**src/rtl/mat_pow_ctrl.sv**
```systemverilog
// mat_pow_ctrl: computes R = M^n for a signed 2x2 matrix by issuing repeated
// P*M products to an external pipelined 2x2 multiplier.
// Ports:
//   clk, reset            clock and async active-high reset
//   req_valid/req_ready   request handshake; m00..m11 base matrix, exp_n exponent
//   mm_start, mm_a..mm_h  multiplier issue pulse and operands (left P, right M)
//   mm_w..mm_z, mm_done   multiplier product and result-valid
//   resp_valid/resp_ready response handshake; r00..r11 result matrix
//   sat                   an intermediate product was clamped to 16 bits
//   err                   the multiplier did not answer in time
module mat_pow_ctrl (
    input  logic               clk,
    input  logic               reset,
    input  logic               req_valid,
    output logic               req_ready,
    input  logic signed [15:0] m00,
    input  logic signed [15:0] m01,
    input  logic signed [15:0] m10,
    input  logic signed [15:0] m11,
    input  logic        [3:0]  exp_n,
    output logic               mm_start,
    output logic signed [15:0] mm_a,
    output logic signed [15:0] mm_b,
    output logic signed [15:0] mm_c,
    output logic signed [15:0] mm_d,
    output logic signed [15:0] mm_e,
    output logic signed [15:0] mm_f,
    output logic signed [15:0] mm_g,
    output logic signed [15:0] mm_h,
    input  logic signed [31:0] mm_w,
    input  logic signed [31:0] mm_x,
    input  logic signed [31:0] mm_y,
    input  logic signed [31:0] mm_z,
    input  logic               mm_done,
    output logic               resp_valid,
    input  logic               resp_ready,
    output logic signed [31:0] r00,
    output logic signed [31:0] r01,
    output logic signed [31:0] r10,
    output logic signed [31:0] r11,
    output logic               sat,
    output logic               err
);

    localparam int unsigned DW = 16;
    localparam int unsigned PW = 32;
    localparam int unsigned NW = 4;
    localparam int unsigned WW = 3;

    // Last WAIT cycle (ISSUE + 6) in which a product is still accepted.
    localparam logic [WW-1:0] WD_LAST = WW'(6);

    localparam logic signed [PW-1:0] SAT_HI = PW'(32767);
    localparam logic signed [PW-1:0] SAT_LO = PW'(-32768);
    localparam logic [DW-1:0]        P_HI   = {1'b0, {(DW-1){1'b1}}};
    localparam logic [DW-1:0]        P_LO   = {1'b1, {(DW-1){1'b0}}};

    localparam logic [3:0][PW-1:0] IDENT = {PW'(1), PW'(0), PW'(0), PW'(1)};

    typedef enum logic [1:0] {
        IDLE  = 2'd0,
        ISSUE = 2'd1,
        WAIT  = 2'd2,
        DONE  = 2'd3
    } state_t;

    state_t r_state;
    state_t w_state_nxt;

    // Element order everywhere: [0]=00, [1]=01, [2]=10, [3]=11.
    logic [3:0][DW-1:0] r_m,  w_m_nxt;
    logic [3:0][DW-1:0] r_p,  w_p_nxt;
    logic [3:0][PW-1:0] r_r,  w_r_nxt;
    logic [NW-1:0]      r_rem, w_rem_nxt;
    logic [WW-1:0]      r_wd,  w_wd_nxt;
    logic               r_sat, w_sat_nxt;
    logic               r_err, w_err_nxt;
    logic               r_req_ready;
    logic               r_resp_valid;
    logic               r_mm_start;

    logic [3:0][DW-1:0] w_m_in;
    logic [3:0][PW-1:0] w_m_ext;
    logic [3:0][PW-1:0] w_prod;
    logic [3:0][DW-1:0] w_p_sat;
    logic [3:0]         w_hi;
    logic [3:0]         w_lo;

    assign w_m_in = {m11, m10, m01, m00};
    assign w_prod = {mm_z, mm_y, mm_x, mm_w};

    // Sign extension of M (n=1 result) and signed 16-bit clamp of the product.
    for (genvar g = 0; g < 4; g++) begin : g_elem
        assign w_m_ext[g] = {{(PW-DW){w_m_in[g][DW-1]}}, w_m_in[g]};
        assign w_hi[g]    = $signed(w_prod[g]) > SAT_HI;
        assign w_lo[g]    = $signed(w_prod[g]) < SAT_LO;
        assign w_p_sat[g] = w_hi[g] ? P_HI : (w_lo[g] ? P_LO : w_prod[g][DW-1:0]);
    end

    // State register.
    always_ff @(posedge clk or posedge reset) begin
        if (reset) begin
            r_state <= IDLE;
        end else begin
            r_state <= w_state_nxt;
        end
    end

    // Next-state and datapath update.
    always_comb begin
        w_state_nxt = r_state;
        w_m_nxt     = r_m;
        w_p_nxt     = r_p;
        w_r_nxt     = r_r;
        w_rem_nxt   = r_rem;
        w_wd_nxt    = r_wd;
        w_sat_nxt   = r_sat;
        w_err_nxt   = r_err;

        case (r_state)
            IDLE: begin
                if (req_valid && r_req_ready) begin
                    w_m_nxt   = w_m_in;
                    w_sat_nxt = 1'b0;
                    w_err_nxt = 1'b0;
                    if (exp_n == NW'(0)) begin
                        w_r_nxt     = IDENT;
                        w_state_nxt = DONE;
                    end else if (exp_n == NW'(1)) begin
                        w_r_nxt     = w_m_ext;
                        w_state_nxt = DONE;
                    end else begin
                        w_p_nxt     = w_m_in;
                        w_rem_nxt   = exp_n - NW'(1);
                        w_state_nxt = ISSUE;
                    end
                end
            end
            ISSUE: begin
                w_wd_nxt    = WW'(1);
                w_state_nxt = WAIT;
            end
            WAIT: begin
                if (mm_done) begin
                    w_rem_nxt = r_rem - NW'(1);
                    // r_rem==1 means this was the last multiply.
                    if (r_rem == NW'(1)) begin
                        w_r_nxt     = w_prod;
                        w_state_nxt = DONE;
                    end else begin
                        w_p_nxt     = w_p_sat;
                        w_sat_nxt   = r_sat | (|(w_hi | w_lo));
                        w_state_nxt = ISSUE;
                    end
                end else if (r_wd == WD_LAST) begin
                    w_r_nxt     = '0;
                    w_err_nxt   = 1'b1;
                    w_state_nxt = DONE;
                end else begin
                    w_wd_nxt = r_wd + WW'(1);
                end
            end
            DONE: begin
                if (resp_ready) begin
                    w_state_nxt = IDLE;
                end
            end
            default: begin
                w_state_nxt = IDLE;
            end
        endcase
    end

    // Datapath and registered handshake outputs, decoded from the next state.
    always_ff @(posedge clk or posedge reset) begin
        if (reset) begin
            r_m          <= '0;
            r_p          <= '0;
            r_r          <= '0;
            r_rem        <= '0;
            r_wd         <= '0;
            r_sat        <= 1'b0;
            r_err        <= 1'b0;
            r_req_ready  <= 1'b0;
            r_resp_valid <= 1'b0;
            r_mm_start   <= 1'b0;
        end else begin
            r_m          <= w_m_nxt;
            r_p          <= w_p_nxt;
            r_r          <= w_r_nxt;
            r_rem        <= w_rem_nxt;
            r_wd         <= w_wd_nxt;
            r_sat        <= w_sat_nxt;
            r_err        <= w_err_nxt;
            r_req_ready  <= (w_state_nxt == IDLE);
            r_resp_valid <= (w_state_nxt == DONE);
            r_mm_start   <= (w_state_nxt == ISSUE);
        end
    end

    assign req_ready  = r_req_ready;
    assign resp_valid = r_resp_valid;
    assign mm_start   = r_mm_start;
    assign sat        = r_sat;
    assign err        = r_err;

    // Operands come straight from P and M, which only change on acceptance or capture.
    assign mm_a = r_p[0];
    assign mm_b = r_p[1];
    assign mm_c = r_p[2];
    assign mm_d = r_p[3];
    assign mm_e = r_m[0];
    assign mm_f = r_m[1];
    assign mm_g = r_m[2];
    assign mm_h = r_m[3];

    assign r00 = r_r[0];
    assign r01 = r_r[1];
    assign r10 = r_r[2];
    assign r11 = r_r[3];

endmodule

```
**config.mk**
```make
export PLATFORM = sky130hd
export DESIGN_NAME = mat_pow_ctrl
export DESIGN_NICKNAME = d
export VERILOG_FILES = /design/src/rtl/mat_pow_ctrl.sv
export SDC_FILE = /design/constraint.sdc
export NUM_CORES = 1
export LEC_CHECK = 0
export ABC_AREA = 1
export BUFFER_PORTS_ARGS = -buffer_cell sky130_fd_sc_hd__buf_2
export CAP_MARGIN = 5
export CORE_AREA = 4 4 177 179
export CTS_BUF_LIST = sky130_fd_sc_hd__clkbuf_2
export CTS_CLUSTER_DIAMETER = 50
export DETAILED_ROUTE_END_ITERATION = 10
export DIE_AREA = 0 0 181 183
export PLACE_DENSITY = 0.7
export SYNTH_ARGS = -nofsm -noshare
export SYNTH_HDL_FRONTEND = slang
export SYNTH_SLANG_ARGS = --single-unit
```
**constraint.sdc**
```tcl
create_clock -name clk -period 12.5 [get_ports clk]
set_clock_uncertainty 0.2 [all_clocks]
set_input_delay 1.25 -clock clk [delete_from_list [all_inputs] [get_ports clk]]
set_output_delay 1.25 -clock clk [all_outputs]
set_load 0.005 [all_outputs]
```
# ---- Yosys cells after proc, flatten, opt, wreduce, memory -nomap -nowiden
# Index checks and enable logic that the tools add are counted.
dict set report totals {
  ff_bits 270
  out_inout_bits 261
  wordCells 110
}
dict set report classes {
  add_sub_neg 3
  n_lt_le_gt_ge 8
  eq_ne 19
  n_mux 44
  n_bitwise 2
  reduce_logical 14
}
# cell n
set ops {}
lappend ops {{$mux W128} 6}
lappend ops {{$mux W64} 5}
lappend ops {{$pmux W128 S2} 1}
lappend ops {{$gt A32 B16 Y1 const B} 4}
lappend ops {{$lt A32 B16 Y1 const B} 4}
lappend ops {{$mux W16} 8}
lappend ops {{$pmux W64 S2} 1}
lappend ops {{$mux W4} 4}
lappend ops {{$ne A2 B2 Y1 const B} 8}
lappend ops {{$mux W2} 7}
lappend ops {{$reduce_and A5 Y1} 2}
lappend ops {{$ne A3 B3 Y1 const B} 3}
lappend ops {{$eq A4 B1 Y1 const B} 2}
lappend ops {{$pmux W2 S4} 1}
lappend ops {{$pmux W4 S2} 1}
lappend ops {{$reduce_and A4 Y1} 2}
lappend ops {{$sub A4 B1 Y4 const B} 2}
lappend ops {{$eq A2 B2 Y1 const B} 3}
lappend ops {{$mux W3} 2}
lappend ops {{$pmux W3 S2} 1}
lappend ops {{$reduce_and A6 Y1} 1}
lappend ops {{$mux W1} 5}
lappend ops {{$eq A2 B1 Y1 const B} 2}
lappend ops {{$logic_not A2 Y1} 2}
lappend ops {{other kinds (11)} 13}

# ---- Longest topological paths before layout
dict set report logic_depth {
  word_depth 7
  depth_mapped 12
  mapped_depth_nobuf 11
}

# ---- Worst setup path before layout
# Ideal clock, no wire load.
dict set report synth_timing {
  kind {input port to flip-flop}
  from {input port exp_n[1]}
  to {register r_r, in the netlist r10[15]}
  setup_time_ns 0.119
  arrival_time_ns 2.432
  t_required_ns 12.181
  setup_slack_ns 9.750
  stages 10
  n_path_buf 2
  cell_sequence {inv_1 > ha_1 > nor2_1 > nor2_1 > nor3_1 > a211oi_2 > buf_4 > buf_4 > nand3_1 > o21a_1}
}
dict set report synth_via {
  elab_chain_len 4
  word_cells_on_any_way 7
  cone_classes {eq/ne (2); mux (3); reduce/logical (2)}
}
# element line_no
set synth_lines {}
lappend synth_lines {{from (decl)} 20} ;# input logic [3:0] exp_n,
lappend synth_lines {{$logic_not A4 Y1} 126} ;# if (exp_n == NW'(0)) begin
lappend synth_lines {{$mux W128} 126}
lappend synth_lines {{$mux W128} 122} ;# if (req_valid && r_req_ready) begin
lappend synth_lines {{$pmux W128 S2} 120} ;# case (r_state)
lappend synth_lines {{to (signal assigned)} 190} ;# r_r <= w_r_nxt;
lappend synth_lines {{to (decl)} 73} ;# logic [3:0][PW-1:0] r_r, w_r_nxt;
# Parallel ways exist; a longest one is shown, timed or not. The select of a mux whose other input is x is not followed.
# A chain may end at the register's enable or synchronous reset.

# ---- Final worst setup path
dict set report layout_timing {
  from {register r_state[1]}
  to {register r_p, in the netlist mm_d[15]}
}
dict set report layout_via {
  elab_chain_len 3
  word_cells_on_any_way 10
  cone_classes {eq/ne (6); mux (1); reduce/logical (3)}
}
# element line_no
set layout_lines {}
lappend layout_lines {{from (decl)} 67} ;# state_t r_state;
lappend layout_lines {{from (signal assigned)} 105} ;# r_state <= w_state_nxt;
lappend layout_lines {{$eq A2 B2 Y1 or $logic_not A2 Y1 (tied branches)} 120}
lappend layout_lines {{$ne A2 B2 Y1 (no line) or $reduce_bool A2 Y1 (tied branches)} -}
lappend layout_lines {{$reduce_and A6 Y1 (no line)} -}
lappend layout_lines {{to (signal assigned)} 189} ;# r_p <= w_p_nxt;
lappend layout_lines {{to (decl)} 72} ;# logic [3:0][DW-1:0] r_p, w_p_nxt;
# Parallel ways exist; a longest one is shown, timed or not.

==> metrics.txt <==
# TYPE chip_impl_metric gauge
chip_impl_metric{name="routed_wire_length_per_instance",unit="um"} 18.5
chip_impl_info{name="final_common_cell",value="buf_2"} 1
chip_impl_metric{name="synth_warnings",unit=""} 0
chip_impl_metric{name="place.port_buffers",unit=""} 461
chip_impl_metric{name="fmax",unit="MHz"} 230
chip_impl_metric{name="multi_input_comb_area",unit="mm^2"} 0.00531
chip_impl_info{name="setup.worst_path.start_class",value="flip-flop"} 1
chip_impl_metric{name="final.min_clock_period",unit="ns"} 4.34
chip_impl_metric{name="vias",unit=""} 13000
chip_impl_metric{name="cp_max_fo",unit=""} 74
chip_impl_metric{name="slew-limit-headroom",unit="%"} 27.8
chip_impl_metric{name="initial_core_util",unit="%"} 43.9
chip_impl_metric{name="chipWidth",unit="um"} 181
chip_impl_metric{name="post_cts_hold_buffer_count",unit=""} 0
chip_impl_metric{name="postSynthRegisterBits",unit=""} 270
chip_impl_metric{name="vdd_ir_drop_max",unit="uV"} 168
chip_impl_metric{name="first_pass_grt_wire_length",unit="mm"} 71.6
chip_impl_metric{name="antenna_found_initial",unit=""} 4
chip_impl_metric{name="syn_area",unit="mm^2"} 0.0130
chip_impl_info{name="worst_hold_launch",value="mm_h[10]"} 1
chip_impl_metric{name="detail_route.first_pass.iterations",unit=""} 5
chip_impl_metric{name="postRouteAntennaNets",unit=""} 0
chip_impl_metric{name="synthesized_netlist_cell_count",unit=""} 1604
chip_impl_metric{name="post_dp_cell_area",unit="mm^2"} 0.0154
chip_impl_metric{name="worst_skew_pair.late_latency",unit="ns"} 0.81
chip_impl_metric{name="maximum_number_of_pins_on_one_net_before_global_route_repair",unit=""} 142
chip_impl_metric{name="clock_tree.buffer_depth",unit=""} 3
chip_impl_metric{name="synth.avg_cell_area",unit="um^2"} 8.10
chip_impl_metric{name="rows",unit=""} 63
chip_impl_metric{name="critPathArrivalTime",unit="ns"} 4.86
chip_impl_info{name="r2r_end",value="mm_d[15]"} 1
chip_impl_metric{name="clkSinkCount",unit=""} 270
chip_impl_metric{name="drt_initial_violations",unit=""} 896
chip_impl_metric{name="fin_tns_setup",unit="ns"} 0
chip_impl_info{name="final_cell_mix",value="buf_2 (461), nand2_1 (451), dfrtp_1 (270), nor2_1 (158), inv_1 (121)"} 1
chip_impl_info{name="cts_root_buf",value="clkbuf_2"} 1
chip_impl_metric{name="numCtsBuffers",unit=""} 75
chip_impl_metric{name="synthAdderAreaFrac",unit="%"} 0.674
chip_impl_info{name="critical_path.reg2reg.startpoint",value="r_state[1]"} 1
chip_impl_info{name="largest_family_of_logic_cells_by_synthesized_area",value="simple AND/OR/NAND/NOR gates"} 1
chip_impl_metric{name="synth.mux.area_fraction",unit="%"} 0
chip_impl_metric{name="maxSlewViolCount",unit=""} 0
chip_impl_metric{name="clkTransAtPathRegs",unit="ns"} 0.10
chip_impl_metric{name="sequential_area_share_after_synthesis",unit="%"} 52.0
chip_impl_metric{name="ios",unit=""} 462
chip_impl_metric{name="postRouteWirelength",unit="mm"} 46.1
chip_impl_metric{name="route.detailed.drc",unit=""} 0
chip_impl_metric{name="final_cell_area",unit="mm^2"} 0.0161
chip_impl_metric{name="required",unit="ns"} 13.02
chip_impl_metric{name="synth_cell_type_count",unit=""} 30
chip_impl_metric{name="ctsResizeCount",unit=""} 0
chip_impl_metric{name="synth_xor_area_share",unit="%"} 0.202
chip_impl_info{name="end_kind",value="flip-flop"} 1
chip_impl_metric{name="synthSimpleGateAreaFrac",unit="%"} 22.5
chip_impl_metric{name="number_of_synthesized_flops_with_an_enable_pin",unit=""} 0
chip_impl_metric{name="final-seq-area",unit="mm^2"} 0.00676
chip_impl_metric{name="synthesis.nets",unit=""} 1812
chip_impl_info{name="tritoncts",value="built"} 1
chip_impl_metric{name="groute.usage.overall",unit="%"} 26.8
chip_impl_metric{name="final_hpwl_dp",unit="mm"} 32.0
chip_impl_metric{name="timing.reg2reg.setup_slack",unit="ns"} 8.16
chip_impl_metric{name="timing.final.setup_violations",unit=""} 0
chip_impl_info{name="rsz0062_at_grt",value="no"} 1
chip_impl_metric{name="fill_cells",unit=""} 2929
chip_impl_metric{name="area.growth.synth_to_final",unit="%"} 24.0
chip_impl_metric{name="first_global_vias",unit=""} 12900
chip_impl_metric{name="powerDensity",unit="mW/mm^2"} 246
chip_impl_metric{name="dieArea",unit="mm^2"} 0.0331
chip_impl_metric{name="holdWs",unit="ns"} 0.280
chip_impl_metric{name="final_core_util",unit="%"} 54.5
chip_impl_metric{name="fp.dieH",unit="um"} 183
chip_impl_metric{name="worst_pin_slew",unit="ns"} 1.08
chip_impl_metric{name="power.static_leakage",unit="uW"} 0.00841
chip_impl_metric{name="overflow",unit=""} 0
chip_impl_metric{name="post-cts-setup-buffer-count",unit=""} 0
chip_impl_metric{name="ys_async_sr_fraction",unit="%"} 100
chip_impl_info{name="synth_ff_type",value="dfrtp_1"} 1
chip_impl_info{name="setup.worst_path.class",value="reg -> reg"} 1
chip_impl_metric{name="ff2ff_path_depth",unit=""} 11
chip_impl_metric{name="num-nets-final",unit=""} 2254
chip_impl_info{name="timing.hold.worst_endpoint",value="mm_h[10]"} 1
chip_impl_info{name="hp-class",value="reg -> reg"} 1
chip_impl_metric{name="hold_violations",unit=""} 0
chip_impl_info{name="outcome",value="completed"} 1
chip_impl_metric{name="htree_num_levels",unit=""} 3
chip_impl_metric{name="synth_compound_gate_area_share",unit="%"} 17.2
chip_impl_metric{name="min_period_over_period",unit="%"} 34.7
chip_impl_metric{name="drive_above_1_share",unit="%"} 28.6
chip_impl_metric{name="final_replace_weighted_congestion",unit=""} 0.897
chip_impl_metric{name="number_of_violations_of_the_max_capacitance_limit",unit=""} 0
chip_impl_metric{name="vias_per_cell",unit=""} 5.24
chip_impl_metric{name="min_delay_path_depth",unit=""} 2
chip_impl_metric{name="floorplan.core_area",unit="mm^2"} 0.0296
==> power by group <==
part / internal (uW) / switching, uW
Clock: 267 / 382
Sequential: 1310 / 246
Combinational: 727 / 1030
Total: 2300 / 1660
==> flip-flops by register name (all words and copies together) (netlist names) <==
| register | count |
|---|---|
| r01 | 32 |
| mm_start | 1 |
| mm_c | 16 |
| mm_f | 16 |
| r00 | 32 |
| mm_b | 16 |
| r10 | 32 |
| r_rem | 4 |
| resp_valid | 1 |
| mm_g | 16 |
| sat | 1 |
| req_ready | 1 |
| r_wd | 3 |
| r11 | 32 |
| r_state | 2 |
| mm_e | 16 |
| err | 1 |
| mm_d | 16 |
| mm_a | 16 |
| mm_h | 16 |
==> cell families (layout without fill, tap and decap cells) <==
family          Yosys count  after routing
simple gates            736            736
compound gates          354            354
flops                   270            270
buf+inv                 234            726
fa+ha+maj                 7              7
xor+xnor                  3              3
other cells               0              1
==> cells in the mapped netlist (28+ instances only) <==
library cell | n | share of area [%]
nor2_1 | 158 | 4.6
buf_2 | 28 | 1.1
nand3_1 | 117 | 4.5
o21a_1 | 69 | 4.0
a21oi_1 | 89 | 3.4
inv_1 | 122 | 3.5
dfrtp_1 | 270 | 52
a2bb2oi_1 | 36 | 2.4
nand2_1 | 453 | 13
a31oi_1 | 36 | 1.7
clkbuf_1 | 60 | 1.7
o21ai_0 | 71 | 2.7
==> worst max-delay path by stage <==
| stage | startpoint | to | slack [ns] | depth (start not counted) |
|---|---|---|---|---|
| floorplan | reset | err | 3.61 | 1 |
| global placement | mm_done | mm_b[15] | 7.84 | 10 |
| detailed placement | mm_done | mm_d[15] | 7.76 | 10 |
| CTS | r_state[1] | mm_d[15] | 8.16 | 11 |
| global route | r_state[1] | mm_a[15] | 7.72 | 11 |
| finish | r_state[1] | mm_d[15] | 8.16 | 11 |
==> worst max-delay path, stage by stage (launching register included) <==
cell	delay [ns]
dfrtp_1	0.44
inv_2	0.09
nor2_4	0.16
buf_4	0.60
nand2_4	0.71
nand2_1	0.31
nand2_1	0.09
inv_2	0.14
nand2_4	0.28
inv_2	0.76
o21ai_0	0.23
nand2_1	0.10
==> metrics by stage <==
| stage | cells | power, uW | worst slack (ns) |
|---|---|---|---|
| floorplan | 1604 | 2540 | 3.61 |
| finish | 2487 | 3960 | 8.16 |
| global route | 2487 | 4290 | 7.72 |
| global placement | 2359 | 3270 | 7.84 |
| detailed placement | 2359 | 3330 | 7.76 |
| CTS | 2486 | 4000 | 8.16 |
==> layout make-up <==
| cell class | count | area share (%) |
|---|---|---|
| Multi-Input combinational cell | 1100 | 33.0 |
| Tap cell | 390 | 3.03 |
| Antenna cell | 1 | 0.0155 |
| Clock buffer | 105 | 3.26 |
| Sequential cell | 270 | 42.0 |
| Clock inverter | 22 | 0.901 |
| Inverter | 127 | 3.02 |
| Timing Repair Buffer | 472 | 14.8 |
==> metal layers <==
layer	track usage [%]	part of all wire [%]	routed length [um]
met2	45.2	49	22500
met1	33.8	40	18300
met3	7.87	9.2	4230
met5	0	0.061	28
met4	8.02	2.4	1100
Note: power is estimated with default switching activity, not from simulation.
